### config.mk
export PLATFORM = sky130hd
export DESIGN_NAME = bin_to_bcd
export DESIGN_NICKNAME = d
export VERILOG_FILES = /design/src/rtl/bin_to_bcd.sv
export SDC_FILE = /design/constraint.sdc
export NUM_CORES = 1
export LEC_CHECK = 0
export CAP_MARGIN = 20
export CORE_ASPECT_RATIO = 1.25
export CORE_MARGIN = 8
export CORE_UTILIZATION = 45
export CTS_CLUSTER_DIAMETER = 100
export DETAILED_ROUTE_END_ITERATION = 6
export HOLD_SLACK_MARGIN = 0.03
export PLACE_DENSITY = 0.66
export SETUP_SLACK_MARGIN = 0.15
export SYNTH_ARGS = -nofsm -noshare
export SYNTH_HDL_FRONTEND = slang
export SYNTH_SLANG_ARGS = --single-unit
### constraint.sdc
create_clock -name clk -period 1.6 [get_ports clk]
set_input_delay 0.32 -clock clk [delete_from_list [all_inputs] [get_ports clk]]
set_output_delay 0.32 -clock clk [all_outputs]
set_load 0.02 [all_outputs]
### src/rtl/bin_to_bcd.sv
// bin_to_bcd: sequential double-dabble, 32-bit binary to 8 packed BCD digits.
// Optional macro BCD_OVERFLOW_SAT_EN: saturate bcd to 99999999 on overflow.
//
// Ports:
//   clk      in   system clock, rising edge
//   rst      in   asynchronous active-low reset
//   start    in   conversion request, sampled in IDLE only
//   bin      in   32-bit unsigned operand, sampled on the accepting edge
//   busy     out  conversion in progress (SHIFT and DONE)
//   done     out  one-cycle pulse when bcd/overflow show a new result
//   bcd      out  packed BCD, digit k in bits [4k+3:4k]
//   overflow out  operand exceeded 99,999,999
module bin_to_bcd (
    input  logic        clk,
    input  logic        rst,
    input  logic        start,
    input  logic [31:0] bin,
    output logic        busy,
    output logic        done,
    output logic [31:0] bcd,
    output logic        overflow
);

    typedef enum logic [1:0] {
        IDLE,
        SHIFT,
        DONE
    } state_t;

    state_t      state;
    logic [31:0] opnd;
    logic [39:0] scr;
    logic [4:0]  cnt;
    logic [39:0] adj;
    logic        ovf_w;

    // Each digit >= 5 gets +3 so the following shift carries into
    // the next digit; no carry propagates between nibbles here.
    always_comb begin
        adj = scr;
        for (int k = 0; k < 10; k++) begin
            if (scr[4*k +: 4] >= 4'd5)
                adj[4*k +: 4] = scr[4*k +: 4] + 4'd3;
        end
    end

    // Digits 8 and 9 are only nonzero when the operand is >= 10^8.
    assign ovf_w = |scr[39:32];

    always_ff @(posedge clk or negedge rst) begin
        if (!rst) begin
            state    <= IDLE;
            opnd     <= '0;
            scr      <= '0;
            cnt      <= '0;
            busy     <= 1'b0;
            done     <= 1'b0;
            bcd      <= '0;
            overflow <= 1'b0;
        end else begin
            done <= 1'b0;
            unique case (state)
                IDLE: begin
                    if (start) begin
                        opnd  <= bin;
                        scr   <= '0;
                        cnt   <= '0;
                        busy  <= 1'b1;
                        state <= SHIFT;
                    end
                end
                SHIFT: begin
                    scr  <= {adj[38:0], opnd[31]};
                    opnd <= {opnd[30:0], 1'b0};
                    cnt  <= cnt + 5'd1;
                    if (cnt == 5'd31)
                        state <= DONE;
                end
                DONE: begin
`ifdef BCD_OVERFLOW_SAT_EN
                    bcd <= ovf_w ? 32'h9999_9999 : scr[31:0];
`else
                    bcd <= scr[31:0];
`endif
                    overflow <= ovf_w;
                    done     <= 1'b1;
                    busy     <= 1'b0;
                    state    <= IDLE;
                end
                default: state <= IDLE;
            endcase
        end
    end

endmodule
Word level (Yosys, flattened, before mapping) --
Cells that the tools add are included.
Storage, ports and cells: register bits after elaboration 114, word-level logic and storage cells 63
Operators by class: add/sub/neg operators 11, order comparisons 10, eq/ne operators 5, multiplexer cells 22, reduce and logical (&&, ||, !) cells 7
Operator list (count):
- $pmux W40 S2 | 1
- $pmux W32 S2 | 1
- $ge A4 B3 Y1 const B | 10
- $mux W40 | 1
- $add A4 B2 Y4 const B | 9
- $mux W4 | 9
- $mux W32 | 1
- $pmux W5 S2 | 1
- $reduce_or A8 Y1 | 1
- $reduce_and A2 Y1 | 3
- $add A5 B1 Y5 const B | 1
- $eq A5 B5 Y1 const B | 1
- $mux W5 | 1
- $mux W2 | 2
- $ne A2 B2 Y1 const B | 2
- $pmux W2 S2 | 1
- $reduce_bool A2 Y1 | 2
- $add A3 B2 Y3 const B | 1
- $mux W3 | 1
- $eq A2 B1 Y1 const B | 1
- $eq A2 B2 Y1 const B | 1
- $logic_not A2 Y1 | 1
- $mux W1 | 2
- $pmux W1 S2 | 1

Longest topological paths before layout --
depth in word-level cells 3, gate-level depth with buffers 6, mapped depth without buffers 5

Least setup slack after synthesis --
Ideal clock, no wire load.
path kind reg2reg, start register cnt[0], end register cnt[4], data arrival time 1.217 ns, data required time 1.479 ns, slack 0.262 ns, stages on the path, launching flop included 5, path buffers 0, period minus slack after synthesis 1.338 ns, path through dfrtp_1 > ha_1 > and3_1 > ha_1 > a22o_1
Between the ends: cells in the longest elaborated chain, start to end 2
Ends and longest elaborated chain:
- from (decl) | line 33 | logic [4:0] cnt;
- from (signal assigned) | line 75 | cnt <= cnt + 5'd1;
- $add A5 B1 Y5 | line 75
- $pmux W5 S2 | line 62 | unique case (state)
No other way between the ends. A chain may end at the register's enable or synchronous reset.

Worst setup path in the final report --
start register scr[33], end register scr[33]
Between the ends: cells in the longest elaborated chain, start to end 3
Ends and longest elaborated chain:
- from (decl) | line 32 | logic [39:0] scr;
- from (signal assigned) | line 73 | scr <= {adj[38:0], opnd[31]};
- $ge A4 B3 Y1 | line 42 | if (scr[4*k +: 4] >= 4'd5)
- $mux W4 | line 42
- $pmux W40 S2 | line 62
No other way between the ends.

==> summary.txt <==
Synth
  – YS warnings: 0
  – Async set-reset flop share out of synthesis: 100%
  – Predominant post-synthesis flop cell: dfrtp_1
  – Post-synthesis sequential area ratio: 50.2%
  – Post-Syn Area: 5680 sq um
  – Cell count after synthesis: 564
  – Synthesized area per cell: 10.1 sq um
  – Synthesis-stage register bit count: 114
  – Yosys cell types: 37
  – Synthesized Nets: 623
  – EDFF count, synth: 0

Floorplanning
  – Chip height: 142 um
  – Die ar.: 16500 sq um
  – Core footprint: 12500 sq um
  – I/O pin total: 70
  – Die width: 116 um
  – Initial core utilization: 45.5%
  – # rows: 46

Placement
  – Cell total after placement: 782
  – PortBufs: 69
  – DP HPWL: 8750 um
  – Placed standard-cell area: 6610 sq um
  – GP Congestion: 0.766

Worst setup path
  – Slowest CP cell: dfrtp_1
  – Crit Path Max Fanout: 4
  – Data arrival time of the worst path: 1.71 ns
  – WP data required: 1.85 ns
  – Crit-path cells: inv_1 -> ha_2 -> nor2b_4 -> o21a_1 -> o221ai_1
  – Kind of critical path: register to register
  – Critical Path End Type: register
  – Largest stage delay, worst path: 0.39 ns
  – CP startpoint kind: register

Final layout
  – Non-Filler Instances: 827
  – Finished Cell Area: 7430 sq um
  – Fillers: 1060
  – Post-layout util: 59.5%
  – Area grow syn2layout: 30.9%
  – Antenna diodes: 0
  – Layout cells sized above 1: 16.1%
  – Final net count: 707
  – Commonest non-fill, non-tap cell in the layout: dfrtp_1
  – Most frequent cells in the layout: dfrtp_1 (113), nand2_1 (56), o21ai_1 (39)

STA
  – Final Setup Violations: 0
  – Count of final hold-check violations: 0
  – Final Max Slew Viols: 0
  – Final worst clock skew: 0.0142 ns
  – Tcrit/Tclk final: 91.2%
  – Unrepaired setup endpoints after global routing: true
  – Min Tclk post-route: 1.46 ns
  – Slew margin rel.: 71.6%
  – Worst Tran Pin Value: 0.427 ns
  – Fmax: 0.686 GHz

Global route
  – Largest net degree at the start of global routing: 46
  – Vias in the first global route: 4838
  – Grt ovf: 0
  – GRT Total Usage: 17.4%
  – Initial antenna violation count: 0
  – First-pass GRT wire length: 23100 um

Route
  – Drt wl/cell: 16.8 um
  – Post-route DRC: 0
  – Via count: 4660
  – Drt pass-1 iters: 5
  – Wirelength, routed: 13900 um
  – Starting DRT DRC Count: 340
  – Vias/cell: 5.63
  – Routed Antenna Nets: 0

Pwr
  – Peak supply drop: 0.983 mV
  – Leakage: 3.30 nW
  – Cell Pwr Density: 1850 nW/um^2
  – Total Power: 13.7 mW

Clock network
  – TritonCTS clock tree: done
  – Worst-Skew Late Latency: 0.41 ns
  – Clk pin slew, worst setup/hold paths: 0.05 ns
  – Root Buffer: clkbuf_16
  – Cts bufs inserted: 17
  – # clock sinks: 114
  – H-tree lvl count: 4
  – Clock Tree Buf Depth: 2

Flow run
  – Number of max-cap violations: 0

Outcome
  – Status: completed

Worst hold path
  – Hold Path Class: input pin to async pin
final timing paths:
kind	start	to	slack, ns	depth (start not counted)
min in group clk	bcd[8]	bcd[8]	0.47	2
min	rst	opnd[3]	0.27	2
max	scr[33]	scr[33]	0.14	5
min reg2reg	bcd[8]	bcd[8]	0.47	2
max reg2reg	scr[33]	scr[33]	0.14	5
max in group asynchronous	rst	bcd[12]	0.72	3
through the flow:
stage	setup slack (ns)	TNS, ns	hold slack, ns
3_5_place_dp	-0.0645	-1.18	0.132
3_3_place_gp	-0.0603	-1.42	0.132
6_report	0.141	0	0.266
4_1_cts	0.105	0	0.270
5_1_grt	0.102	0	0.277
2_1_floorplan	0.262	0	0.0244
where the power goes:
part / switching, mW / total (mW) / internal, mW
Clock: 1.25 / 3.69 / 2.44
Combinational: 2.93 / 5.49 / 2.57
Sequential: 0.714 / 4.54 / 3.82
Total: 4.89 / 13.7 / 8.83
sequential cells by signal, summed over array words and instances (netlist names):
name / cells
scr: 40
opnd: 32
cnt: 5
bcd: 32
done: 1
state: 2
busy: 1
overflow: 1
metal layers:
layer | wire (um) | global-route usage [%] | up-vias | share of wire, %
met1 | 6080 | 21.4 | 2291 | 44
met3 | 798 | 4.93 | 17 | 5.7
met4 | 133 | 6.43 | 0 | 0.96
met5 | 0 | 0 | - | 0
li1 | - | - | 2227 | -
met2 | 6900 | 28.3 | 125 | 50
cell usage after synthesis (10+ instances only):
master	n	area share (%)
nand2_1	56	3.7
ha_1	24	5.3
o2111ai_1	20	3.1
dfrtp_1	114	50
a32o_1	10	1.8
o31ai_1	10	1.3
inv_1	41	2.7
o21a_1	10	1.3
buf_2	17	1.5
nor2b_1	44	4.8
a21oi_1	34	3.0
o221ai_1	10	1.5
o21ai_0	38	3.3
clkbuf_1	11	0.73
a22oi_1	31	4.1
o311ai_1	10	1.5
o21ai_1	39	3.4
kinds of logic after synthesis:
group                    after synthesis  synth area share, %
AO/OA/AOI/OAI                        227                 26.9
flip-flops                           114                 50.2
AND/OR/NAND/NOR                      110                 9.65
buffers and inverters                 79                 6.32
adder cells (fa/ha/maj)               24                 5.29
XOR/XNOR                               9                 1.39
multiplexers                           1                0.176
area by class of cell:
class / instances / area [sq um] / share of cell area [%]
multi-input cells: 372 / 2630 / 35.4
repair buffers: 101 / 995 / 13.4
inverters: 42 / 158 / 2.12
clock buffers: 26 / 539 / 7.26
well taps: 168 / 210 / 2.83
clock inverters: 4 / 45.0 / 0.606
flip-flops and latches: 114 / 2850 / 38.4
critical path, delay by kind of cell (launching register included):
family	cells	cell delay (ns)
flip-flops	1	0.39
adder cells (fa/ha/maj)	1	0.22
AND/OR/NAND/NOR	1	0.18
buffers and inverters	1	0.13
AO/OA/AOI/OAI	2	0.39
repair_timing:
| item | CTS | global route |
|---|---|---|
| cloned | 1 | 0 |
| setup endpoints to repair | 86 | 87 |
| pin swaps | 0 | 2 |
| hold buffers | 1 | 0 |
| resized for setup | 48 | 63 |
| endpoints found under the hold margin | 89 | 0 |
| buffers inserted | 8 | 5 |
Note: power is estimated with default switching activity, not from simulation.
